### src/rtl/wb_port_arbiter.sv
// Register-file write-port arbiter: execute has priority, load returns
// wait in a small FIFO, and a busy scoreboard flags pending load targets.
module wb_port_arbiter #(
  parameter int DEPTH = 2,
  parameter int XLEN  = 32
) (
  input  logic            clk,
  input  logic            reset,
  input  logic            ex_valid,
  input  logic [4:0]      ex_rd,
  input  logic [XLEN-1:0] ex_data,
  input  logic            ld_valid,
  input  logic [4:0]      ld_rd,
  input  logic [XLEN-1:0] ld_data,
  output logic            ld_ready,
  input  logic            iss_valid,
  input  logic [4:0]      iss_rd,
  input  logic [4:0]      rs1,
  input  logic [4:0]      rs2,
  output logic            hazard,
  output logic [31:0]     busy,
  output logic            wr_en,
  output logic [4:0]      wr_addr,
  output logic [XLEN-1:0] wr_data
);

  localparam int AW = $clog2(DEPTH);
  localparam logic [AW:0] FULL = (AW+1)'(DEPTH);

  logic [4:0]      f_rd_q   [DEPTH];
  logic [4:0]      f_rd_d   [DEPTH];
  logic [XLEN-1:0] f_data_q [DEPTH];
  logic [XLEN-1:0] f_data_d [DEPTH];

  logic [AW-1:0]   head_q, head_d;
  logic [AW-1:0]   tail_q, tail_d;
  logic [AW:0]     count_q, count_d;
  logic [31:0]     busy_q, busy_d;
  logic            wr_en_q, wr_en_d;
  logic            wr_is_ld_q, wr_is_ld_d;
  logic [4:0]      wr_addr_q, wr_addr_d;
  logic [XLEN-1:0] wr_data_q, wr_data_d;

  logic            push;
  logic            pop;
  logic            sel_v;
  logic [4:0]      sel_rd;
  logic [XLEN-1:0] sel_data;

  always_comb begin
    ld_ready = !reset && (count_q < FULL);
    push     = ld_valid && ld_ready;
    pop      = !ex_valid && (count_q != '0);

    sel_v    = 1'b0;
    sel_rd   = '0;
    sel_data = '0;
    unique case (1'b1)
      ex_valid: begin
        sel_v    = 1'b1;
        sel_rd   = ex_rd;
        sel_data = ex_data;
      end
      pop: begin
        sel_v    = 1'b1;
        sel_rd   = f_rd_q[head_q];
        sel_data = f_data_q[head_q];
      end
      default: ;
    endcase

    f_rd_d   = f_rd_q;
    f_data_d = f_data_q;
    if (push) begin
      f_rd_d[tail_q]   = ld_rd;
      f_data_d[tail_q] = ld_data;
    end

    head_d  = pop  ? head_q + 1'b1 : head_q;
    tail_d  = push ? tail_q + 1'b1 : tail_q;
    count_d = count_q;
    unique case ({push, pop})
      2'b10:   count_d = count_q + 1'b1;
      2'b01:   count_d = count_q - 1'b1;
      default: ;
    endcase

    // Writes to x0 still consume the FIFO entry but never reach the regfile.
    wr_en_d    = sel_v && (sel_rd != 5'd0);
    wr_is_ld_d = pop;
    wr_addr_d  = sel_v ? sel_rd : wr_addr_q;
    wr_data_d  = sel_v ? sel_data : wr_data_q;

    // Clear on the committed load first so a same-cycle issue wins.
    busy_d = busy_q;
    if (wr_en_q && wr_is_ld_q)
      busy_d[wr_addr_q] = 1'b0;
    if (iss_valid && (iss_rd != 5'd0))
      busy_d[iss_rd] = 1'b1;
    busy_d[0] = 1'b0;
  end

  always_ff @(posedge clk) begin
    if (reset) begin
      head_q     <= '0;
      tail_q     <= '0;
      count_q    <= '0;
      busy_q     <= '0;
      wr_en_q    <= 1'b0;
      wr_is_ld_q <= 1'b0;
      wr_addr_q  <= '0;
      wr_data_q  <= '0;
    end else begin
      head_q     <= head_d;
      tail_q     <= tail_d;
      count_q    <= count_d;
      busy_q     <= busy_d;
      wr_en_q    <= wr_en_d;
      wr_is_ld_q <= wr_is_ld_d;
      wr_addr_q  <= wr_addr_d;
      wr_data_q  <= wr_data_d;
    end
  end

  always_ff @(posedge clk) begin
    f_rd_q   <= f_rd_d;
    f_data_q <= f_data_d;
  end

  assign hazard  = busy_q[rs1] | busy_q[rs2];
  assign busy    = busy_q;
  assign wr_en   = wr_en_q;
  assign wr_addr = wr_addr_q;
  assign wr_data = wr_data_q;

endmodule
### config.mk
export PLATFORM = sky130hd
export DESIGN_NAME = wb_port_arbiter
export DESIGN_NICKNAME = d
export VERILOG_FILES = /design/src/rtl/wb_port_arbiter.sv
export SDC_FILE = /design/constraint.sdc
export NUM_CORES = 1
export LEC_CHECK = 0
export ABC_AREA = 1
export BUFFER_PORTS_ARGS = -buffer_cell sky130_fd_sc_hd__clkbuf_2
export CAP_MARGIN = 20
export CORE_UTILIZATION = 55
export CTS_BUF_LIST = sky130_fd_sc_hd__clkbuf_4 sky130_fd_sc_hd__clkbuf_8
export DETAILED_ROUTE_END_ITERATION = 6
export HOLD_SLACK_MARGIN = 0.08
export PLACE_DENSITY = 0.84
export SYNTH_ARGS = -nofsm -noshare
export SYNTH_HDL_FRONTEND = slang
export SYNTH_SLANG_ARGS = --single-unit
export TNS_END_PERCENT = 30
### constraint.sdc
create_clock -name clk -period 8.6 [get_ports clk]
set_input_delay 1.29 -clock clk [delete_from_list [all_inputs] [get_ports clk]]
set_output_delay 1.29 -clock clk [all_outputs]
set_load 0.01 [all_outputs]
==> key figures <==
STA
  – FMAX: 265 MHz
  – Final Slew Violations: 0
  – Final hold vios: 0
  – TNS Setup: 0 ns
  – Relative slew slack: 34.8%
  – Fin crit period: 3.78 ns
  – Setup violators final: 0
  – Least-Margin Pin Slew: 0.971 ns
  – Setup repair after global routing missed its margin: false
  – Clock skew: 0.0152 ns
  – Fin crit share: 44.0%

CTS
  – CTS tree: done
  – PostCTS Resize Cnt: 0
  – Setup Fix Bufs, Post-CTS: 0
  – Maximum root-to-sink buffer count: 2
  – CTS buffer count: 17
  – Clock Sinks: 148
  – Root Buffer: clkbuf_8
  – Quantity of hold-fixing buffers added after cts: 0
  – H-Tree Level Count: 4
  – Clock-pin slew on the worst setup and hold paths: 0.09 ns
  – Clock latency on the worst-skew pair: 0.44 ns

Setup path
  – Crit path arrival time: 2.49 ns
  – CP startpoint: rs1[0]
  – Crit Reg-Reg Endpoint: count_q[1]$_SDFFE_PP0P_
  – Worst setup path class: in -> out
  – Setup crit end: hazard
  – RR Startpoint: count_q[0]$_SDFFE_PP0P_
  – R2R Setup Slk: 6.43 ns
  – CP startpoint kind: primary input
  – Worst Path Max Fanout: 18
  – Worst reg-to-reg path cell count: 7
  – Critical Path End Type: output port
  – CP Data Required Time: 7.31 ns

Min path
  – Hold Crit Class: reg -> reg
  – Hold depth: 2

Floorplanning
  – Core area: 11,400 sq um
  – Initial Util: 56.6%
  – Row Count: 39
  – Die height: 110 microns
  – Die Wd: 110 microns
  – # IOs: 166
  – Total die area: 12,200 sq um

Drt
  – Final wirelength: 15,600 microns
  – Drt pass-1 iters: 5
  – DR DRC count: 0
  – Via-per-instance ratio: 5.39
  – Starting DRT DRC Count: 496
  – Routed vias: 5,738
  – Routed len/inst: 14.6 microns
  – Antenna-violating nets left: 0

Power and ir drop
  – Worst vdd ir: 144 uV
  – Pleak: 3.34 nW
  – Clock group share of total power: 31.2%
  – Sw Share: 31.4%
  – P_sw: 546 uW
  – Combinational share of power: 20.9%
  – Internal: 1.20 mW
  – PwrDens: 226 nW/um^2
  – Seq pwr share: 47.9%

Layout
  – Layout cells sized above 1: 23.6%
  – Ant diodes: 0
  – Fillers: 938
  – # nets final: 1,003
  – Post-route cell area: 7720 sq um
  – Area Overhead vs Synth: 19.3%
  – Final non-filler cell total: 1,064

GRT
  – First-pass GRT wire length: 24,900 microns
  – Largest net degree at the start of global routing: 70
  – Global route overflow: 0
  – Total global-route track usage: 25.5%
  – Initial antenna violation count: 0
  – Vias in the first global route: 5,271

Run status
  – Status: finished clean

Synthesis
  – FF+latch count, synth: 148
  – Post-synthesis average cell area: 8.57 sq um
  – Dominant cell type by area after synthesis: edfxtp_1
  – Cell variety after synth: 30
  – Post-Syn Nets: 850
  – Post-synth top area share: 34.4%
  – Seq/Total Area, Yosys: 57.3%
  – Cell count after synthesis: 755
  – Top cells by area, synth: edfxtp_1 34%, dfxtp_1 23%, nand2_1 17%, nand3_1 5.0%, a21oi_1 3.2%
  – Synthesized area: 6470 sq um
  – Yosys warnings: 0

Job
  – Total of max-cap violations: 0

Placed design
  – Hpwl dp: 10,600 microns
  – I/O Buffers: 164
  – Placed cells: 1,030
  – DP Area: 7270 sq um
  – Final Wtd Congestion: 0.955
-- routing by layer --
| layer | global-route usage, % | vias up | routed length, microns |
|---|---|---|---|
| met2 | 42.9 | 230 | 7620 |
| met1 | 31.3 | 2656 | 6390 |
| met3 | 6.53 | 26 | 1290 |
| li1 | - | 2826 | - |
| met5 | 0 | - | 0 |
| met4 | 10.4 | 0 | 245 |
-- stage by stage --
step / hold WS [ns] / utilization, % / total power [mW] / setup WS (ns)
2_1_floorplan: 0.487 / - / 1.12 / 4.77
3_3_place_gp: 0.454 / 63.7 / 1.20 / 4.85
3_5_place_dp: 0.458 / 63.7 / 1.21 / 4.83
4_1_cts: 0.471 / 67.2 / 1.75 / 4.82
5_1_grt: 0.489 / 67.6 / 1.83 / 4.65
6_report: 0.469 / 67.6 / 1.74 / 4.82
-- power by group through the flow --
stage | combinational (mW) | sequential [mW] | clock, mW
final | 0.364 | 0.835 | 0.543
after global routing | 0.407 | 0.841 | 0.581
after CTS | 0.361 | 0.835 | 0.550
after detailed placement | 0.360 | 0.850 | 0
after global placement | 0.350 | 0.849 | 0
after floorplan | 0.254 | 0.862 | 0
-- cells in the final DEF (no fill, tap or decap), drive strengths merged --
master    count
inv          60
a31oi        25
ha            1
nor3         14
or2           5
clkinvlp      2
clkbuf      183
o21ai        38
edfxtp       74
conb          1
clkinv        3
a22oi         8
nand3        65
bufinv        2
dfxtp        74
nand2       298
o211ai        5
nor2         15
xor2          2
a21oi        41
buf           5
-- final cells by class --
type / count / area, sq um / area share (%)
flip-flops and latches: 148 / 3700 / 48.0
multi-input cells: 518 / 2340 / 30.3
repair buffers: 169 / 891 / 11.5
clock inverters: 13 / 148 / 1.91
inverters: 54 / 205 / 2.66
well taps: 143 / 179 / 2.32
clock buffers: 19 / 255 / 3.31
-- synth_stat cells --
library cell,number
nand2_1,297
buf_2,12
nor3_1,11
buf_1,1
dfxtp_1,74
a21oi_1,41
buf_6,8
or2_1,2
buf_4,8
nand2_2,1
clkbuf_1,6
o211ai_1,4
inv_4,1
nand3_1,65
edfxtp_1,74
xor2_1,2
a22oi_1,7
conb_1,1
inv_1,50
o21ai_0,38
ha_1,1
nor3_2,3
or2_2,3
o211ai_2,1
a22oi_2,1
nor2_1,13
nor2_2,1
nor2_4,1
a31oi_1,25
inv_2,3
-- critical path: stages --
cell and delay (ns):
clkbuf_2 0.29, inv_2 0.19, or2_1 0.24, nand2_1 0.06, nand3_1 0.06, nand3_1 0.07
nand3_1 0.06, nand2_1 0.06, nand2_1 0.04, clkbuf_2 0.12
-- state kept, by name (all words and copies together), names as in the netlist --
signal,flops
f_data_q,64
wr_data,32
busy,31
f_rd_q,10
wr_addr,5
count_q,2
head_q,1
tail_q,1
wr_en,1
wr_is_ld_q,1
-- how the worst min path moves through the flow --
stage | to | start
finish | wr_data[27]$_SDFFE_PP0P_ | wr_data[27]$_SDFFE_PP0P_
global route | wr_data[15]$_SDFFE_PP0P_ | wr_data[15]$_SDFFE_PP0P_
CTS | wr_data[15]$_SDFFE_PP0P_ | wr_data[15]$_SDFFE_PP0P_
detailed placement | wr_data[27]$_SDFFE_PP0P_ | wr_data[27]$_SDFFE_PP0P_
global placement | wr_data[27]$_SDFFE_PP0P_ | wr_data[27]$_SDFFE_PP0P_
floorplan | wr_data[15]$_SDFFE_PP0P_ | wr_data[15]$_SDFFE_PP0P_
-- cells by family (layout without fill, tap and decap cells) --
kind of cell    after synthesis  count (layout)  share of synthesized area, %
other cells                   1               1                        0.0580
compound gates              117             117                          10.2
flops                       148             148                          57.3
fa+ha+maj                     1               1                         0.193
xor+xnor                      2               2                         0.271
simple gates                397             397                          25.2
buf+inv                      89             255                          6.83
(Power assumes the default switching activity.)
